## src/rtl/z80fi_insn_monitor_pkg.sv

```systemverilog
// Shared z80fi definitions: M-cycle type codes, record capacities and the
// monitor FSM state type.
package z80fi_insn_monitor_pkg;

    localparam int unsigned Z80FI_MAX_BYTES   = 4;
    localparam int unsigned Z80FI_MAX_MCYCLES = 5;
    localparam int unsigned Z80FI_REC_SLOTS   = 5;

    typedef enum logic [2:0] {
        CYCLE_NONE      = 3'd0,
        CYCLE_M1        = 3'd1,
        CYCLE_MEM_READ  = 3'd2,
        CYCLE_MEM_WRITE = 3'd3,
        CYCLE_IO_READ   = 3'd4,
        CYCLE_IO_WRITE  = 3'd5,
        CYCLE_INTERNAL  = 3'd6,
        CYCLE_INTACK    = 3'd7
    } cycle_e;

    typedef enum logic {
        ST_IDLE,
        ST_COLLECT
    } mon_state_e;

    function automatic logic [2:0] sat_inc3(input logic [2:0] v);
        return (v == 3'd7) ? v : v + 3'd1;
    endfunction

endpackage

```

## src/rtl/z80fi_insn_monitor_if.sv

```systemverilog
// Core trace inputs and z80fi retirement record outputs of the monitor.
interface z80fi_insn_monitor_if #(
    parameter int unsigned MAX_BYTES = 4
);
    logic                   cpu_mcycle_start;
    logic [2:0]             cpu_mcycle_type;
    logic                   cpu_byte_valid;
    logic [7:0]             cpu_byte;
    logic [15:0]            cpu_ip;
    logic                   cpu_insn_done;

    logic                   z80fi_valid;
    logic [8*MAX_BYTES-1:0] z80fi_insn;
    logic [2:0]             z80fi_insn_len;
    logic [15:0]            z80fi_reg_ip_in;
    logic [2:0]             z80fi_mcycle_type1;
    logic [2:0]             z80fi_mcycle_type2;
    logic [2:0]             z80fi_mcycle_type3;
    logic [2:0]             z80fi_mcycle_type4;
    logic [2:0]             z80fi_mcycle_type5;
    logic [2:0]             z80fi_tcycles1;
    logic [2:0]             z80fi_tcycles2;
    logic [2:0]             z80fi_tcycles3;
    logic [2:0]             z80fi_tcycles4;
    logic [2:0]             z80fi_tcycles5;
    logic                   z80fi_overflow;

    modport master (
        output cpu_mcycle_start, cpu_mcycle_type, cpu_byte_valid, cpu_byte,
               cpu_ip, cpu_insn_done,
        input  z80fi_valid, z80fi_insn, z80fi_insn_len, z80fi_reg_ip_in,
               z80fi_mcycle_type1, z80fi_mcycle_type2, z80fi_mcycle_type3,
               z80fi_mcycle_type4, z80fi_mcycle_type5,
               z80fi_tcycles1, z80fi_tcycles2, z80fi_tcycles3,
               z80fi_tcycles4, z80fi_tcycles5, z80fi_overflow
    );

    modport slave (
        input  cpu_mcycle_start, cpu_mcycle_type, cpu_byte_valid, cpu_byte,
               cpu_ip, cpu_insn_done,
        output z80fi_valid, z80fi_insn, z80fi_insn_len, z80fi_reg_ip_in,
               z80fi_mcycle_type1, z80fi_mcycle_type2, z80fi_mcycle_type3,
               z80fi_mcycle_type4, z80fi_mcycle_type5,
               z80fi_tcycles1, z80fi_tcycles2, z80fi_tcycles3,
               z80fi_tcycles4, z80fi_tcycles5, z80fi_overflow
    );

endinterface

```

## src/rtl/z80fi_mcycle_slots.sv

```systemverilog
// M-cycle slot array: per-slot type and T-state count, slot index,
// saturating T-state counter and M-cycle capacity overflow.
module z80fi_mcycle_slots
    import z80fi_insn_monitor_pkg::*;
#(
    parameter int unsigned N = Z80FI_MAX_MCYCLES
) (
    input  logic       clk,
    input  logic       reset,
    input  logic       begin_i,
    input  logic       start_i,
    input  logic       tick_i,
    input  cycle_e     type_i,
    output cycle_e     view_type_o [N],
    output logic [2:0] view_tcyc_o [N],
    output logic       view_ovf_o
);
    localparam int unsigned IDX_W = (N > 1) ? $clog2(N) : 1;
    localparam logic [IDX_W-1:0] LAST = IDX_W'(N - 1);

    cycle_e           type_q [N];
    cycle_e           type_d [N];
    logic [2:0]       tcyc_q [N];
    logic [2:0]       tcyc_d [N];
    logic [IDX_W-1:0] idx_q, idx_d;
    logic [2:0]       tcount_q, tcount_d;
    logic             ovf_q, ovf_d;

    always_comb begin
        type_d   = type_q;
        tcyc_d   = tcyc_q;
        idx_d    = idx_q;
        tcount_d = tcount_q;
        ovf_d    = ovf_q;

        if (begin_i) begin
            for (int unsigned i = 0; i < N; i++) begin
                type_d[i] = CYCLE_NONE;
                tcyc_d[i] = '0;
            end
            type_d[0] = type_i;
            idx_d     = '0;
            tcount_d  = 3'd1;
            ovf_d     = 1'b0;
        end else if (start_i) begin
            // Past the last slot the extra M-cycles fold into the last slot's count
            if (idx_q == LAST) begin
                ovf_d    = 1'b1;
                tcount_d = sat_inc3(tcount_q);
            end else begin
                tcyc_d[idx_q] = tcount_q;
                idx_d         = idx_q + 1'b1;
                type_d[idx_d] = type_i;
                tcount_d      = 3'd1;
            end
        end else if (tick_i) begin
            tcount_d = sat_inc3(tcount_q);
        end

        // Record view as it would be committed this clock: current slot filled in
        view_type_o        = type_d;
        view_tcyc_o        = tcyc_d;
        view_tcyc_o[idx_d] = tcount_d;
        view_ovf_o         = ovf_d;
    end

    always_ff @(posedge clk) begin
        if (reset) begin
            for (int unsigned i = 0; i < N; i++) begin
                type_q[i] <= CYCLE_NONE;
                tcyc_q[i] <= '0;
            end
            idx_q    <= '0;
            tcount_q <= '0;
            ovf_q    <= 1'b0;
        end else begin
            type_q   <= type_d;
            tcyc_q   <= tcyc_d;
            idx_q    <= idx_d;
            tcount_q <= tcount_d;
            ovf_q    <= ovf_d;
        end
    end

endmodule

```

## src/rtl/z80fi_insn_monitor.sv

```systemverilog
// Packs one instruction's M-cycle/T-state trace and byte stream into the
// z80fi retirement record and pulses z80fi_valid when it retires.
module z80fi_insn_monitor
    import z80fi_insn_monitor_pkg::*;
#(
    parameter int unsigned MAX_BYTES   = Z80FI_MAX_BYTES,
    parameter int unsigned MAX_MCYCLES = Z80FI_MAX_MCYCLES
) (
    input logic                clk,
    input logic                reset,
    z80fi_insn_monitor_if.slave bus
);
    localparam int unsigned N_COPY =
        (MAX_MCYCLES < Z80FI_REC_SLOTS) ? MAX_MCYCLES : Z80FI_REC_SLOTS;

    mon_state_e             state_q, state_d;
    logic [8*MAX_BYTES-1:0] bytes_q, bytes_d;
    logic [2:0]             len_q, len_d;
    logic                   bovf_q, bovf_d;
    logic [15:0]            ip_q, ip_d;

    logic                   rec_valid_q, rec_valid_d;
    logic [8*MAX_BYTES-1:0] rec_insn_q, rec_insn_d;
    logic [2:0]             rec_len_q, rec_len_d;
    logic [15:0]            rec_ip_q, rec_ip_d;
    cycle_e                 rec_type_q [Z80FI_REC_SLOTS];
    cycle_e                 rec_type_d [Z80FI_REC_SLOTS];
    logic [2:0]             rec_tcyc_q [Z80FI_REC_SLOTS];
    logic [2:0]             rec_tcyc_d [Z80FI_REC_SLOTS];
    logic                   rec_ovf_q, rec_ovf_d;

    logic                   begin_w, in_collect, commit_w;
    cycle_e                 view_type [MAX_MCYCLES];
    logic [2:0]             view_tcyc [MAX_MCYCLES];
    logic                   slot_ovf;

    assign begin_w    = (state_q == ST_IDLE) && bus.cpu_mcycle_start;
    assign in_collect = (state_q == ST_COLLECT);
    assign commit_w   = bus.cpu_insn_done && (begin_w || in_collect);

    z80fi_mcycle_slots #(
        .N(MAX_MCYCLES)
    ) u_slots (
        .clk         (clk),
        .reset       (reset),
        .begin_i     (begin_w),
        .start_i     (in_collect && bus.cpu_mcycle_start),
        .tick_i      (in_collect),
        .type_i      (cycle_e'(bus.cpu_mcycle_type)),
        .view_type_o (view_type),
        .view_tcyc_o (view_tcyc),
        .view_ovf_o  (slot_ovf)
    );

    always_comb begin
        state_d = state_q;
        case (state_q)
            ST_IDLE:    if (bus.cpu_mcycle_start && !bus.cpu_insn_done) state_d = ST_COLLECT;
            ST_COLLECT: if (bus.cpu_insn_done) state_d = ST_IDLE;
            default:    state_d = ST_IDLE;
        endcase
    end

    always_comb begin
        bytes_d = bytes_q;
        len_d   = len_q;
        bovf_d  = bovf_q;
        ip_d    = ip_q;

        if (begin_w) begin
            bytes_d = '0;
            len_d   = '0;
            bovf_d  = 1'b0;
            ip_d    = bus.cpu_ip;
            if (bus.cpu_byte_valid) begin
                bytes_d[7:0] = bus.cpu_byte;
                len_d        = 3'd1;
            end
        end else if (in_collect && bus.cpu_byte_valid) begin
            if (len_q < 3'(MAX_BYTES)) begin
                for (int unsigned i = 0; i < MAX_BYTES; i++) begin
                    if (len_q == 3'(i)) bytes_d[8*i +: 8] = bus.cpu_byte;
                end
                len_d = len_q + 3'd1;
            end else begin
                bovf_d = 1'b1;
            end
        end
    end

    always_comb begin
        rec_valid_d = commit_w;
        rec_insn_d  = rec_insn_q;
        rec_len_d   = rec_len_q;
        rec_ip_d    = rec_ip_q;
        rec_type_d  = rec_type_q;
        rec_tcyc_d  = rec_tcyc_q;
        rec_ovf_d   = rec_ovf_q;

        if (commit_w) begin
            rec_insn_d = bytes_d;
            rec_len_d  = len_d;
            rec_ip_d   = ip_d;
            rec_ovf_d  = bovf_d || slot_ovf;
            for (int unsigned i = 0; i < Z80FI_REC_SLOTS; i++) begin
                rec_type_d[i] = CYCLE_NONE;
                rec_tcyc_d[i] = '0;
            end
            for (int unsigned i = 0; i < N_COPY; i++) begin
                rec_type_d[i] = view_type[i];
                rec_tcyc_d[i] = view_tcyc[i];
            end
        end
    end

    always_ff @(posedge clk) begin
        if (reset) begin
            state_q     <= ST_IDLE;
            bytes_q     <= '0;
            len_q       <= '0;
            bovf_q      <= 1'b0;
            ip_q        <= '0;
            rec_valid_q <= 1'b0;
            rec_insn_q  <= '0;
            rec_len_q   <= '0;
            rec_ip_q    <= '0;
            rec_ovf_q   <= 1'b0;
            for (int unsigned i = 0; i < Z80FI_REC_SLOTS; i++) begin
                rec_type_q[i] <= CYCLE_NONE;
                rec_tcyc_q[i] <= '0;
            end
        end else begin
            state_q     <= state_d;
            bytes_q     <= bytes_d;
            len_q       <= len_d;
            bovf_q      <= bovf_d;
            ip_q        <= ip_d;
            rec_valid_q <= rec_valid_d;
            rec_insn_q  <= rec_insn_d;
            rec_len_q   <= rec_len_d;
            rec_ip_q    <= rec_ip_d;
            rec_type_q  <= rec_type_d;
            rec_tcyc_q  <= rec_tcyc_d;
            rec_ovf_q   <= rec_ovf_d;
        end
    end

    assign bus.z80fi_valid        = rec_valid_q;
    assign bus.z80fi_insn         = rec_insn_q;
    assign bus.z80fi_insn_len     = rec_len_q;
    assign bus.z80fi_reg_ip_in    = rec_ip_q;
    assign bus.z80fi_overflow     = rec_ovf_q;
    assign bus.z80fi_mcycle_type1 = rec_type_q[0];
    assign bus.z80fi_mcycle_type2 = rec_type_q[1];
    assign bus.z80fi_mcycle_type3 = rec_type_q[2];
    assign bus.z80fi_mcycle_type4 = rec_type_q[3];
    assign bus.z80fi_mcycle_type5 = rec_type_q[4];
    assign bus.z80fi_tcycles1     = rec_tcyc_q[0];
    assign bus.z80fi_tcycles2     = rec_tcyc_q[1];
    assign bus.z80fi_tcycles3     = rec_tcyc_q[2];
    assign bus.z80fi_tcycles4     = rec_tcyc_q[3];
    assign bus.z80fi_tcycles5     = rec_tcyc_q[4];

endmodule

```

## src/flat_wrapper.sv

```systemverilog
// flat-port wrapper written by rule: the top's interface ports become plain ports
module z80fi_insn_monitor_flat import z80fi_insn_monitor_pkg::*;
#(
    parameter int unsigned MAX_BYTES   = Z80FI_MAX_BYTES,
    parameter int unsigned MAX_MCYCLES = Z80FI_MAX_MCYCLES
)
  (clk, reset, bus_cpu_mcycle_start, bus_cpu_mcycle_type, bus_cpu_byte_valid, bus_cpu_byte, bus_cpu_ip, bus_cpu_insn_done, bus_z80fi_valid, bus_z80fi_insn, bus_z80fi_insn_len, bus_z80fi_reg_ip_in, bus_z80fi_mcycle_type1, bus_z80fi_mcycle_type2, bus_z80fi_mcycle_type3, bus_z80fi_mcycle_type4, bus_z80fi_mcycle_type5, bus_z80fi_tcycles1, bus_z80fi_tcycles2, bus_z80fi_tcycles3, bus_z80fi_tcycles4, bus_z80fi_tcycles5, bus_z80fi_overflow);
  z80fi_insn_monitor_if #(.MAX_BYTES(MAX_BYTES)) bus_i ();
  input logic clk;
  input logic reset;
  input wire logic [$bits(bus_i.cpu_mcycle_start)-1:0] bus_cpu_mcycle_start;
  input wire logic [$bits(bus_i.cpu_mcycle_type)-1:0] bus_cpu_mcycle_type;
  input wire logic [$bits(bus_i.cpu_byte_valid)-1:0] bus_cpu_byte_valid;
  input wire logic [$bits(bus_i.cpu_byte)-1:0] bus_cpu_byte;
  input wire logic [$bits(bus_i.cpu_ip)-1:0] bus_cpu_ip;
  input wire logic [$bits(bus_i.cpu_insn_done)-1:0] bus_cpu_insn_done;
  output wire logic [$bits(bus_i.z80fi_valid)-1:0] bus_z80fi_valid;
  output wire logic [$bits(bus_i.z80fi_insn)-1:0] bus_z80fi_insn;
  output wire logic [$bits(bus_i.z80fi_insn_len)-1:0] bus_z80fi_insn_len;
  output wire logic [$bits(bus_i.z80fi_reg_ip_in)-1:0] bus_z80fi_reg_ip_in;
  output wire logic [$bits(bus_i.z80fi_mcycle_type1)-1:0] bus_z80fi_mcycle_type1;
  output wire logic [$bits(bus_i.z80fi_mcycle_type2)-1:0] bus_z80fi_mcycle_type2;
  output wire logic [$bits(bus_i.z80fi_mcycle_type3)-1:0] bus_z80fi_mcycle_type3;
  output wire logic [$bits(bus_i.z80fi_mcycle_type4)-1:0] bus_z80fi_mcycle_type4;
  output wire logic [$bits(bus_i.z80fi_mcycle_type5)-1:0] bus_z80fi_mcycle_type5;
  output wire logic [$bits(bus_i.z80fi_tcycles1)-1:0] bus_z80fi_tcycles1;
  output wire logic [$bits(bus_i.z80fi_tcycles2)-1:0] bus_z80fi_tcycles2;
  output wire logic [$bits(bus_i.z80fi_tcycles3)-1:0] bus_z80fi_tcycles3;
  output wire logic [$bits(bus_i.z80fi_tcycles4)-1:0] bus_z80fi_tcycles4;
  output wire logic [$bits(bus_i.z80fi_tcycles5)-1:0] bus_z80fi_tcycles5;
  output wire logic [$bits(bus_i.z80fi_overflow)-1:0] bus_z80fi_overflow;
  assign bus_i.cpu_mcycle_start = bus_cpu_mcycle_start;
  assign bus_i.cpu_mcycle_type = bus_cpu_mcycle_type;
  assign bus_i.cpu_byte_valid = bus_cpu_byte_valid;
  assign bus_i.cpu_byte = bus_cpu_byte;
  assign bus_i.cpu_ip = bus_cpu_ip;
  assign bus_i.cpu_insn_done = bus_cpu_insn_done;
  assign bus_z80fi_valid = bus_i.z80fi_valid;
  assign bus_z80fi_insn = bus_i.z80fi_insn;
  assign bus_z80fi_insn_len = bus_i.z80fi_insn_len;
  assign bus_z80fi_reg_ip_in = bus_i.z80fi_reg_ip_in;
  assign bus_z80fi_mcycle_type1 = bus_i.z80fi_mcycle_type1;
  assign bus_z80fi_mcycle_type2 = bus_i.z80fi_mcycle_type2;
  assign bus_z80fi_mcycle_type3 = bus_i.z80fi_mcycle_type3;
  assign bus_z80fi_mcycle_type4 = bus_i.z80fi_mcycle_type4;
  assign bus_z80fi_mcycle_type5 = bus_i.z80fi_mcycle_type5;
  assign bus_z80fi_tcycles1 = bus_i.z80fi_tcycles1;
  assign bus_z80fi_tcycles2 = bus_i.z80fi_tcycles2;
  assign bus_z80fi_tcycles3 = bus_i.z80fi_tcycles3;
  assign bus_z80fi_tcycles4 = bus_i.z80fi_tcycles4;
  assign bus_z80fi_tcycles5 = bus_i.z80fi_tcycles5;
  assign bus_z80fi_overflow = bus_i.z80fi_overflow;
  z80fi_insn_monitor #(.MAX_BYTES(MAX_BYTES), .MAX_MCYCLES(MAX_MCYCLES)) u_core (.clk(clk), .reset(reset), .bus(bus_i));
endmodule
```

## config.mk

```make
export PLATFORM = sky130hd
export DESIGN_NAME = z80fi_insn_monitor_flat
export DESIGN_NICKNAME = d
export VERILOG_FILES = /design/src/rtl/z80fi_insn_monitor_pkg.sv /design/src/rtl/z80fi_insn_monitor_if.sv /design/src/rtl/z80fi_mcycle_slots.sv /design/src/rtl/z80fi_insn_monitor.sv /design/src/flat_wrapper.sv
export SDC_FILE = /design/constraint.sdc
export NUM_CORES = 1
export LEC_CHECK = 0
export ABC_AREA = 1
export CAP_MARGIN = 5
export CORE_MARGIN = 1.5
export CORE_UTILIZATION = 30
export CTS_BUF_LIST = sky130_fd_sc_hd__clkbuf_16
export CTS_CLUSTER_SIZE = 40
export DETAILED_ROUTE_END_ITERATION = 6
export DONT_BUFFER_PORTS = 1
export PLACE_DENSITY = 0.52
export SLEW_MARGIN = 20
export SYNTH_ARGS = -nofsm -noshare
export SYNTH_HDL_FRONTEND = slang
export SYNTH_SLANG_ARGS = --single-unit
```

## constraint.sdc

```tcl
create_clock -name clk -period 4.4 [get_ports clk]
set_input_delay 0.88 -clock clk [delete_from_list [all_inputs] [get_ports clk]]
set_output_delay 0.88 -clock clk [all_outputs]
set_load 0.02 [all_outputs]
```

==> results.yml <==
synth:
  yosys.area_share.simple_pct: 20.22
  yosys.area.top_type: "dfxtp_1"
  synth_cell_types: 24
  async_reset_ff_share_pct: 0
  synth_ff_type: "dfxtp_1"
  ys_seq_area_share_pct: 50.93
  synth_nets: 921
  synth_edf_count: 0
  yosysWarnings: 0
  synthMostInstantiatedCell: "dfxtp_1"
  synth_xor_area_share_pct: 0
  synth-compound-area-share_pct: 17.35
  syn_area_sq_um: 6800
  syn_inst: 882
  syn_avg_cell_area_sq_um: 7.710
  muxShareOfSynthArea_pct: 2.355
  synthAdderAreaFrac_pct: 1.288
  synth_area_leaders: "dfxtp_1 (51%), nor2_1 (8.1%), o21ai_0 (7.9%), a21oi_1 (7.4%), nand2_1 (5.1%)"
  synth_top_family_by_area: "simple AND/OR/NAND/NOR gates"
  synth_top_area_share_pct: 50.93
  synth_common_cells: "dfxtp_1 (173), nor2_1 (146), o21ai_0 (108), a21oi_1 (101), nand2_1 (92)"
  ys_seq_elements: 173
route:
  wl_met1_um: 7988
  wl_met2_um: 7628
  avgRoutedWirePerCell_um: 15.00
  first_pass_iters: 5
  ant_nets: 0
  dr_wl_met3_um: 1318
  totalWireLength_um: 17190
  drc: 0
  drtIter0Drc: 403
  top_layer: "met4"
  viasPerCell: 4.782
  vias: 5480
power:
  max-vdd-ir-drop_mv: 0.2518
  power.density_nw_per_um2: 470.6
  pwr-share-clk_pct: 44.7
  p_leak_nw: 3.206
  p_int_mw: 2.625
  combPwrFrac_pct: 6.3
  switching_share_pct: 26.41
  p_seq_share_pct: 49.0
  switchingPower_mw: 0.9422
clocking:
  cts_tree: "yes"
  clock-sinks: 173
  cts_setup_buffers: 0
  htree_levels: 4
  cts_made_buffers: 17
  clockRootBuffer: "clkbuf_16"
  clockBufferDepth: 2
  ctsResizeCount: 0
  clkTransAtPathRegs_ns: 0.07
  cts-hold-fix-buffers: 0
  clock_latency_ns: 0.43
floorplanning:
  start_util_pct: 30.87
  dieArea_sq_um: 23580
  ios: 115
  core_sq_um: 22030
  die_h_um: 153.6
  rows: 54
  die_x_um: 153.6
setup_path:
  worst-path-buf-inv: 2
  end_kind: "register"
  crit_type: "reg2reg"
  critical_path_required_ns: 4.75
  cpLargestDelayFamily: "buffers and inverters"
  critPathMaxFanout: 107
  cp_num_cells: 5
  max_stage_delay_ns: 0.67
  critical_path.cell_chain: "o21ai_2 > inv_4 > buf_4 > o21ai_0 > a21oi_1"
  worstRegToRegCells: 5
  worstSetupStartpointType: "register"
  cp_slowest_cell: "inv_4"
  cp_data_arrival_time_ns: 2.91
sta:
  hold_viol: 0
  whs_ns: 0.4920
  max_slew.worst_pin.slew_ns: 0.9559
  period_minus_slack_ns: 2.563
  setup_violations: 0
  grt_setup_unrepaired: "no"
  fin_setup_tns_ns: 0
  final_max_slew_viol_count: 0
  slew_headroom_pct: 36.27
  finClkSkew_ns: 0.01602
  fin_crit_sh_pct: 58.24
  fmax_ghz: 0.3902
place:
  io_buffer_count: 0
  place_inst: 1114
  place_congestion: 0.7876
  dp_hpwl_um: 11560
grt:
  grt_pass1_vias: 5043
  track_usage_pct: 14.68
  grt_pass1_wl_um: 27770
  grt_antenna_before_repair: 0
  grt_max_degree: 108
  overflow: 0
final_layout:
  area_growth_pct: 11.46
  antenna_cells: 0
  fin_nets: 892
  drive_above_1_share_pct: 6.582
  final_cell_count_no_fill: 1146
worst_hold_path:
  min_path_cells: 2
  hold_class: "reg2reg"
job:
  drv_cap: 0
outcome:
  status: "completed"
[layout by cell type, fill, tap and decap left out]
cell	count
ha_1	7
nor2_1	145
clkbuf_16	17
inv_2	6
nor2_2	2
bufinv_16	3
clkinvlp_4	2
buf_4	4
a21oi_1	101
inv_6	4
nand2_2	8
nand2_1	92
mux2i_1	16
nor3_1	4
clkinv_2	1
nand4_1	13
a211oi_1	1
o21ai_2	1
clkinv_4	1
and2_1	3
inv_8	4
nand3_2	3
o21ai_1	4
o211ai_1	13
inv_4	1
inv_1	74
nand3_1	55
dfxtp_1	173
o21ai_0	108
[power groups by stage]
stage	clock network (mW)	logic, mW	registers, mW
floorplan	0	0.198	1.76
global placement	0	0.223	1.79
detailed placement	0	0.227	1.79
CTS	1.64	0.228	1.75
global route	1.70	0.260	1.76
finish	1.59	0.224	1.75
[layout make-up]
cell class	count	area, sq um
Tap cell	280	350.3
Fill cell	2365	14450
Inverter	81	306.5
Clock buffer	17	425.4
Sequential cell	173	3463
Timing Repair Buffer	4	30.03
Multi-Input combinational cell	576	2805
Clock inverter	15	198.9
[per-layer routing]
metal	vias up	track usage [%]
met1	2493	19.31
met4	0	5.132
met3	17	4.989
met2	126	22.41
li1	2844	-
met5	-	0
[cells by family after synthesis]
family                   Yosys count
buffers and inverters            133
adder cells (fa/ha/maj)            7
multiplexers                      16
flip-flops                       173
AND/OR/NAND/NOR                  325
AO/OA/AOI/OAI                    228
[per-stage QoR]
step | util, % | worst slack (ns) | instance area [sq um] | total power, mW
2_1_floorplan | - | 2.520 | 6800 | 1.962
3_3_place_gp | 31.58 | 1.704 | 6955 | 2.010
3_5_place_dp | 31.58 | 1.674 | 6955 | 2.012
4_1_cts | 34.41 | 1.832 | 7580 | 3.621
5_1_grt | 34.41 | 1.550 | 7580 | 3.719
6_report | 34.41 | 1.837 | 7580 | 3.567
[worst register-to-register path, delay by kind of cell (launching register included)]
kind	cells	cell delay, ns
buffers and inverters	2	1.36
DFF	1	0.60
AOI/OAI and AO/OA	3	0.55
[sequential cells by signal (all words and copies together), names as in the netlist, 15 cells and up]
name                        count
u_core.u_slots.type_q          15
u_core.bus.z80fi_reg_ip_in     16
u_core.ip_q                    16
u_core.bytes_q                 32
u_core.u_slots.tcyc_q          15
u_core.bus.z80fi_insn          32
[path summary, 6_finish.rpt]
path                                           end              start  slack (ns)
setup / recovery  u_core.bus.z80fi_mcycle_type4[1]  u_core.in_collect        1.84
hold / removal                     u_core.ip_q[14]    u_core.ip_q[14]        0.49
setup reg to reg  u_core.bus.z80fi_mcycle_type4[1]  u_core.in_collect        1.84
hold reg to reg                    u_core.ip_q[14]    u_core.ip_q[14]        0.49
No activity file was read; power rests on OpenSTA's default activity.
